--- src/rtl/n64adv2_vtiming_monitor.sv ---
// rtl/n64adv2_vtiming_monitor.sv - passive per-frame timing/lock monitor on the HDMI output stream
// Optional frame CRC: VTIMING_MONITOR_CRC_EN
module n64adv2_vtiming_monitor #(
    parameter int color_width = 8,
    parameter int lock_frames = 4
) (
    input  logic                       HDMI_CLK_w,
    input  logic                       HDMI_nRST_w,
    input  logic                       VSYNC_i,
    input  logic                       HSYNC_i,
    input  logic                       DE_i,
    input  logic [3*color_width-1:0]   VD_i,
    input  logic                       vsync_neg_i,
    input  logic                       hsync_neg_i,
    output logic [11:0]                htotal_o,
    output logic [11:0]                hactive_o,
    output logic [10:0]                vtotal_o,
    output logic [10:0]                vactive_o,
    output logic                       overflow_o,
    output logic                       locked_o,
    output logic                       frame_tgl_o,
    output logic [15:0]                crc_o
);
    localparam int VDW = 3*color_width;
    localparam logic [11:0] HMAX = 12'hFFF;
    localparam logic [10:0] VMAX = 11'h7FF;
    localparam logic [3:0]  LF   = 4'(lock_frames);

    logic vs_r, hs_r, de_r, vneg_r, hneg_r, vs_n_d, hs_n_d;
    logic [11:0] hcnt, hact, line_len, hact_line;
    logic [10:0] vcnt, vact;
    logic de_seen, ovf, first_frame;
    logic [3:0] match_cnt;

    wire vs_n    = vs_r ^ vneg_r;
    wire hs_n    = hs_r ^ hneg_r;
    wire vs_edge = vs_n & ~vs_n_d;
    wire hs_edge = hs_n & ~hs_n_d;

    // Values that the closing frame would publish, including a coincident hsync edge
    logic [11:0] pub_htotal, pub_hactive;
    logic [10:0] pub_vtotal, pub_vactive;
    logic ovf_now, lock_match;
    logic [3:0] mc_next;

    always_comb begin
        pub_htotal  = hs_edge ? hcnt : line_len;
        pub_hactive = (hs_edge && hact != 12'd0) ? hact : hact_line;
        pub_vtotal  = vcnt;
        pub_vactive = vact + 11'(hs_edge & de_seen);
        ovf_now     = ovf | (~hs_edge & (hcnt == HMAX)) | (hs_edge & (vcnt == VMAX));
        lock_match  = !ovf_now && pub_htotal == htotal_o && pub_hactive == hactive_o &&
                      pub_vtotal == vtotal_o && pub_vactive == vactive_o;
        mc_next     = !lock_match ? 4'd0 : ((match_cnt >= LF) ? LF : match_cnt + 4'd1);
    end

    always_ff @(posedge HDMI_CLK_w or negedge HDMI_nRST_w) begin
        if (!HDMI_nRST_w) begin
            {vs_r, hs_r, de_r, vneg_r, hneg_r, vs_n_d, hs_n_d} <= '0;
            hcnt <= '0; hact <= '0; line_len <= '0; hact_line <= '0;
            vcnt <= '0; vact <= '0; de_seen <= 1'b0; ovf <= 1'b0;
            first_frame <= 1'b1; match_cnt <= '0;
            htotal_o <= '0; hactive_o <= '0; vtotal_o <= '0; vactive_o <= '0;
            overflow_o <= 1'b0; locked_o <= 1'b0; frame_tgl_o <= 1'b0;
        end else begin
            vs_r   <= VSYNC_i;
            hs_r   <= HSYNC_i;
            de_r   <= DE_i;
            vneg_r <= vsync_neg_i;
            hneg_r <= hsync_neg_i;
            vs_n_d <= vs_n;
            hs_n_d <= hs_n;

            if (hs_edge) begin
                line_len <= hcnt;
                hcnt     <= 12'd1;
                if (hact != 12'd0)
                    hact_line <= hact;
                hact    <= {11'd0, de_r};
                de_seen <= de_r;
            end else begin
                if (hcnt != HMAX)
                    hcnt <= hcnt + 12'd1;
                if (de_r && hact != HMAX)
                    hact <= hact + 12'd1;
                if (de_r)
                    de_seen <= 1'b1;
            end

            if (vs_edge) begin
                vcnt <= {10'd0, hs_edge};
                vact <= '0;
                ovf  <= 1'b0;
                if (first_frame) begin
                    first_frame <= 1'b0;
                end else begin
                    htotal_o    <= pub_htotal;
                    hactive_o   <= pub_hactive;
                    vtotal_o    <= pub_vtotal;
                    vactive_o   <= pub_vactive;
                    overflow_o  <= ovf_now;
                    match_cnt   <= mc_next;
                    locked_o    <= (mc_next == LF);
                    frame_tgl_o <= ~frame_tgl_o;
                end
            end else begin
                ovf <= ovf_now;
                if (hs_edge) begin
                    if (vcnt != VMAX)
                        vcnt <= vcnt + 11'd1;
                    if (de_seen && vact != VMAX)
                        vact <= vact + 11'd1;
                end
            end
        end
    end

`ifdef VTIMING_MONITOR_CRC_EN
    logic [VDW-1:0] vd_r;
    logic [15:0] crc_acc;

    // CRC-16-CCITT, whole pixel word per clock, MSB first
    function automatic logic [15:0] crc16_step(input logic [15:0] c, input logic [VDW-1:0] d);
        logic [15:0] r;
        r = c;
        for (int i = VDW-1; i >= 0; i--)
            r = {r[14:0], 1'b0} ^ ((r[15] ^ d[i]) ? 16'h1021 : 16'h0000);
        return r;
    endfunction

    always_ff @(posedge HDMI_CLK_w or negedge HDMI_nRST_w) begin
        if (!HDMI_nRST_w) begin
            vd_r    <= '0;
            crc_acc <= 16'hFFFF;
            crc_o   <= '0;
        end else begin
            vd_r <= VD_i;
            if (vs_edge) begin
                crc_acc <= 16'hFFFF;
                if (!first_frame)
                    crc_o <= crc_acc;
            end else if (de_r) begin
                crc_acc <= crc16_step(crc_acc, vd_r);
            end
        end
    end
`else
    logic unused_vd;
    assign unused_vd = ^VD_i;
    assign crc_o = 16'h0000;
`endif
endmodule
--- config.mk ---
export PLATFORM = sky130hd
export DESIGN_NAME = n64adv2_vtiming_monitor
export DESIGN_NICKNAME = d
export VERILOG_FILES = /design/src/rtl/n64adv2_vtiming_monitor.sv
export SDC_FILE = /design/constraint.sdc
export NUM_CORES = 1
export LEC_CHECK = 0
export CAP_MARGIN = 20
export CORE_MARGIN = 10
export CORE_UTILIZATION = 40
export CTS_BUF_LIST = sky130_fd_sc_hd__clkbuf_8
export DETAILED_ROUTE_END_ITERATION = 16
export PLACE_DENSITY_LB_ADDON = 0.1
export SLEW_MARGIN = 0
export SYNTH_ARGS = -nofsm -noshare
export SYNTH_HDL_FRONTEND = slang
export SYNTH_SLANG_ARGS = --single-unit
--- constraint.sdc ---
create_clock -name HDMI_CLK_w -period 3.64 [get_ports HDMI_CLK_w]
set_clock_uncertainty 0.15 [all_clocks]
set_input_delay 0.728 -clock HDMI_CLK_w [delete_from_list [all_inputs] [get_ports HDMI_CLK_w]]
set_output_delay 0.728 -clock HDMI_CLK_w [all_outputs]
set_load 0.1 [all_outputs]
# == Yosys cells after proc, flatten, opt, wreduce, memory -nomap -nowiden ==
# Cells that the tools add are included.
# Widths: inputs -> output; s select.
# totals
register_bits,133
latchBits,0
ramBits,0
mem_bits_ro,0
in_bits,31
out_inout_bits,65
elab_cells,92
memories,0
# op_classes
n_addsub,6
multipliers,0
n_div,0
order_cmp,1
n_eq_ne,11
n_shift,0
n_mux,17
bitwise,14
reduce_logical,19
# op_table
operator,count
$mux 12,6
$mux 11,6
$add 12x1->12 const B,2
$eq 12x12->1,2
$ne 12x12->1 const B,2
$add 11x1->11 const B,2
$eq 11x11->1,2
$ne 11x11->1 const B,2
$eq 12x12->1 const B,1
$reduce_bool 12->1,1
$reduce_bool 2->1,6
$add 11x1->11,1
$eq 11x11->1 const B,1
$mux 4,2
$reduce_and 2->1,4
$logic_and 1x1->1,7
$and 1x1->1,5
$not 1->1,5
$add 4x1->4 const B,1
$eq 4x3->1 const B,1
$ge 4x3->1 const B,1
$mux 1,3
$or 1x1->1,2
$xor 1x1->1,2
$logic_not 1->1,1

# == Logic depth before layout (Yosys ltp) ==
# depth
depth_word,13
ltp_mapped,12
mapped_depth_nobuf,12

# == Worst setup path before layout ==
# OpenSTA, ideal clock, no wires.
# synth_path
path_kind,register to register
start,register hneg_r
end,register match_cnt[0]
arrival_ns,2.711
t_required_ns,3.410
path_slack_ns,0.699
path_stages_with_launch,13
path_buffers,0
synth_period_minus_slack_ns,2.941
cell_sequence,dfrtp_1 > xnor2_2 > inv_4 > and3_1 > ha_1 > xor2_1 > nor4_1 > nand4_1 > a2111oi_2 > nand4_1 > nor4_4 > nand2_1 > mux2i_1
# synth_via
word_cells_on_any_way,21
cone_classes,add/sub: 1; eq/ne: 3; mux: 3; bitwise: 8; reduce/logical: 6
# synth_rtl
item,line_no,source
"start, declared",29,"logic vs_r, hs_r, de_r, vneg_r, hneg_r, vs_n_d, hs_n_d;"
"start signal, assigned",70,hneg_r <= hsync_neg_i;
$xor 1x1->1,36,wire hs_n = hs_r ^ hneg_r;
net hs_n,36,
$and 1x1->1,38,wire hs_edge = hs_n & ~hs_n_d;
$and 1x1->1,50,pub_vactive = vact + 11'(hs_edge & de_seen);
$add 11x1->11,50,
net pub_vactive[0],42,"logic [10:0] pub_vtotal, pub_vactive;"
$eq 11x11->1,53,pub_vtotal == vtotal_o && pub_vactive == vactive_o;
$logic_and 1x1->1,53,
$mux 4,54,mc_next = !lock_match ? 4'd0 : ((match_cnt >= LF) ? LF : match_cnt + 4'd1);
"end signal, assigned",102,match_cnt <= mc_next;
"end, declared",33,logic [3:0] match_cnt;
# The timed path passes the listed nets, and every way through them passes these cells.
# A chain may end at the register's enable or synchronous reset.

# == Final worst setup path ==
# layout_path
start,register hs_r
end,register match_cnt[0]
# layout_via
word_cells_on_any_way,21
cone_classes,add/sub: 1; eq/ne: 3; mux: 3; bitwise: 8; reduce/logical: 6
# layout_rtl
item,line_no,source
"start, declared",29,
"start signal, assigned",67,hs_r <= HSYNC_i;
$xor 1x1->1,36,
net hs_n,36,
$and 1x1->1,38,
$and 1x1->1,50,
$add 11x1->11,50,
net pub_vactive[0],42,
$eq 11x11->1,53,
$logic_and 1x1->1,53,
$mux 4,54,
# The timed path passes the listed nets, and every way through them passes these cells.

==> impl_metrics.ini <==
[clock_network]
clk_path_buf_depth = 2
cts_tree = built
cts_sinks = 133
path_clk_slew_ps = 80
htreeDepth = 4
clk_latency_ps = 460
root_buffer = clkbuf_8
cts_buffers = 17

[worst_hold_path]
min-delay-start = de_seen$_DFFE_PN0P_
whs_endpoint = de_seen$_DFFE_PN0P_
hold_path_class = reg2reg
min_path_cells = 1

[power_and_ir_drop]
power_frac_seq_pct = 38.4
power_switching_mw = 2.21
p_clk_share_pct = 25.6
internal_power_mw = 2.85
ir_worst_vdd_mv = 0.374
power.leakage_nw = 3.72
power_density_nw_per_um2 = 630
combPwrFrac_pct = 35.9
power_mw = 5.05
swShare_pct = 43.6

[finish]
n_antenna_cell = 0
seq_area_um2 = 3330
multi_input_area_um2 = 3370
synthToLayoutAreaGrowth_pct = 15.6
final_nets = 809
n_fill_cell = 1681
drive_above_1_share_pct = 15.8
design_area_um2 = 8030

[drt]
viasPerCell = 5.34
via_count = 5384
drt_iter0_markers = 384
drcViolationCount = 0
firstDrtPassIters = 6
wl_per_cell_um = 18.1
postRouteAntennaNets = 0
drt_wl_total_mm = 18.2

[logic_synthesis]
ys_seq_area_share_pct = 48.0
synth-main-ff-cell = dfrtp_1
syn-cell-area_um2 = 6940
ys.warnings.count = 0
ys_ff_latch = 133
synth-async-reset-ratio_pct = 100
syn_area_per_cell_um2 = 9.64
syn_inst = 720
ys_types = 72
synth-edff-count = 0

[place]
placed_cell_area_um2 = 7530
place.detailed.hpwl_mm = 12.9
place_congestion = 0.883
io_buffer_count = 55

[setup_path]
cp_top_family = simple AND/OR/NAND/NOR gates
start_kind = flop
slowest_delay_ps = 430
reg2reg_to = match_cnt[0]$_DFFE_PN0P_
arrival_ps = 3650
rrSetupSlack_ps = 220
r2r-start = hs_r$_DFF_PN0_
crit_path_end_kind = flop
crit_fanout = 5
cp_slowest_cell = dfrtp_1
r2r_cells = 13
path_buf_inv = 2
crit_chain = xnor2_4, inv_4, and3_1, ha_1, xor2_1, nor4_1, nand4_1, a2111oi_4, nand4_1, nor4_4, buf_4, nand2_1, mux2i_1
required_ps = 3870
critical_path_class = reg2reg
path_common_cell = nand4_1

[run_status]
status = finished, final reports clean

[global_routing]
grt_pass1_vias = 5382
grt_first_pass_wirelength_mm = 29.4
antenna_found_initial = 0
track_usage_pct = 16.4
grt_overflow = 0
grt_start_max_net_pins = 110

[sta]
tns_ps = 0
finalHoldViolCount = 0
period_minus_slack_ps = 3420
slew_headroom_pct = 34.8
fin_crit_sh_pct = 93.9
rsz0062_at_grt = no
clock.fmax_mhz = 293
finalSetupViolCount = 0
drv_slew = 0
tightest_slew_ps = 975

[die]
pin_count = 96
die_area_um2 = 23000
rows = 48
die_x_um = 152
die_height_um = 152
core_area_um2 = 17200
start_util_pct = 40.4

[job]
maxCapViolations = 0
-- area by class of cell --
type                    count  area share [%]
multi-input cells         528            42.0
flip-flops and latches    133            41.5
repair buffers             68            6.87
clock buffers              21            3.60
well taps                 225            3.51
clock inverters            11            1.54
inverters                  22            1.06
-- worst reg2reg max path, cell delays in order (launching register included) --
cell and delay [ps]:
dfrtp_1 430, xnor2_4 270, inv_4 40, and3_1 260
ha_1 330, xor2_1 150, nor4_1 300, nand4_1 200
a2111oi_4 380, nand4_1 180, nor4_4 290, buf_4 180
nand2_1 50, mux2i_1 130
-- sequential cells by signal, summed over array words and instances, names as in the netlist, 4 cells and up --
name        flops
match_cnt       4
vtotal_o       11
hactive_o      12
hact           12
hact_line      12
line_len       12
htotal_o       12
hcnt           12
vactive_o      11
pub_vtotal     11
vact           11
-- layout by cell type (no fill, tap or decap), types with 10 or more instances in the layout --
master / n
dfrtp_1: 132
buf_4: 59
a31oi_1: 12
clkbuf_8: 21
xor2_1: 47
nand4_1: 22
a21oi_1: 15
inv_1: 19
nand2_1: 116
nor2b_1: 10
xnor2_1: 29
conb_1: 16
o21ai_0: 30
nor3_1: 12
nand3_1: 23
nor2_1: 64
-- cell usage after synthesis, drive strengths merged, types with 3 or more instances --
master     n  share of area [%]
a2111oi    9                1.4
a21o       3               0.32
a21oi     15                1.1
a22o       8                1.0
a22oi      3               0.32
a31oi     12                1.1
and3       5               0.45
buf       25                2.3
clkbuf    27                1.5
dfrtp    132                 48
ha         8                1.4
inv       21                1.2
mux2      10                1.7
mux2i      7                1.0
nand2    117                6.4
nand2b     3               0.27
nand3     24                1.7
nand4     22                2.0
nor2      65                3.6
nor2b     10               0.90
nor3      14                1.1
nor3b      7               0.76
nor4       8                1.2
o2111a     3               0.49
o21ai     34                2.5
o22ai      6               0.54
or3        8               0.72
xnor2     30                3.9
xnor3      3               0.97
xor2      47                5.9
-- logic make-up (layout without fill, tap and decap cells) --
| group | after synthesis | after routing | synth area share [%] |
|---|---|---|---|
| AO/OA/AOI/OAI | 112 | 112 | 11.2 |
| XOR/XNOR | 81 | 81 | 11.1 |
| adder cells (fa/ha/maj) | 8 | 8 | 1.44 |
| buffers and inverters | 74 | 122 | 5.01 |
| flip-flops | 133 | 133 | 48.0 |
| multiplexers | 17 | 17 | 2.74 |
| other | 1 | 16 | 0.0540 |
| AND/OR/NAND/NOR | 294 | 294 | 20.4 |
-- power groups by stage --
stage | combinational (mW) | clock [mW] | sequential (mW)
after detailed placement | 1.80 | 0 | 1.96
after global routing | 1.95 | 1.40 | 1.98
after CTS | 1.81 | 1.32 | 1.94
final | 1.82 | 1.29 | 1.94
after floorplan | 0.794 | 0 | 2.49
after global placement | 1.79 | 0 | 1.95
-- metrics by stage --
| stage | hold slack, ps | worst slack, ps | utilization [%] | instances |
|---|---|---|---|---|
| 4_1_cts | 301 | 184 | 46.2 | 1004 |
| 2_1_floorplan | 282 | 699 | - | 735 |
| 3_5_place_dp | 311 | 181 | 43.8 | 972 |
| 6_report | 323 | 224 | 46.7 | 1008 |
| 3_3_place_gp | 304 | 352 | 43.8 | 972 |
| 5_1_grt | 342 | 17.0 | 46.7 | 1008 |
-- timing repair --
item	CTS	global route
endpoints found under the setup margin	0	4
setup buffers	0	2
endpoints found under the hold margin	0	25
gates resized for setup	0	5
hold buffers	0	1
-- layer usage --
metal | GRT usage, % | vias to the layer above | wire (µm)
met5 | 0 | - | 0
met4 | 6.01 | 0 | 356
met3 | 4.54 | 26 | 1230
met2 | 24.9 | 145 | 8270
met1 | 22.0 | 2652 | 8400
li1 | - | 2561 | -
-- worst max path at each step --
stage,startpoint,endpoint,slack [ps],cells past startpoint
after global routing,hs_r$_DFF_PN0_,match_cnt[0]$_DFFE_PN0P_,20,13
after CTS,hneg_r$_DFF_PN0_,match_cnt[0]$_DFFE_PN0P_,180,12
after floorplan,hneg_r$_DFF_PN0_,match_cnt[0]$_DFFE_PN0P_,700,12
after detailed placement,hneg_r$_DFF_PN0_,match_cnt[0]$_DFFE_PN0P_,180,12
final,hs_r$_DFF_PN0_,match_cnt[0]$_DFFE_PN0P_,220,13
after global placement,hneg_r$_DFF_PN0_,match_cnt[0]$_DFFE_PN0P_,350,12
Power figures use the tool's default switching activity.
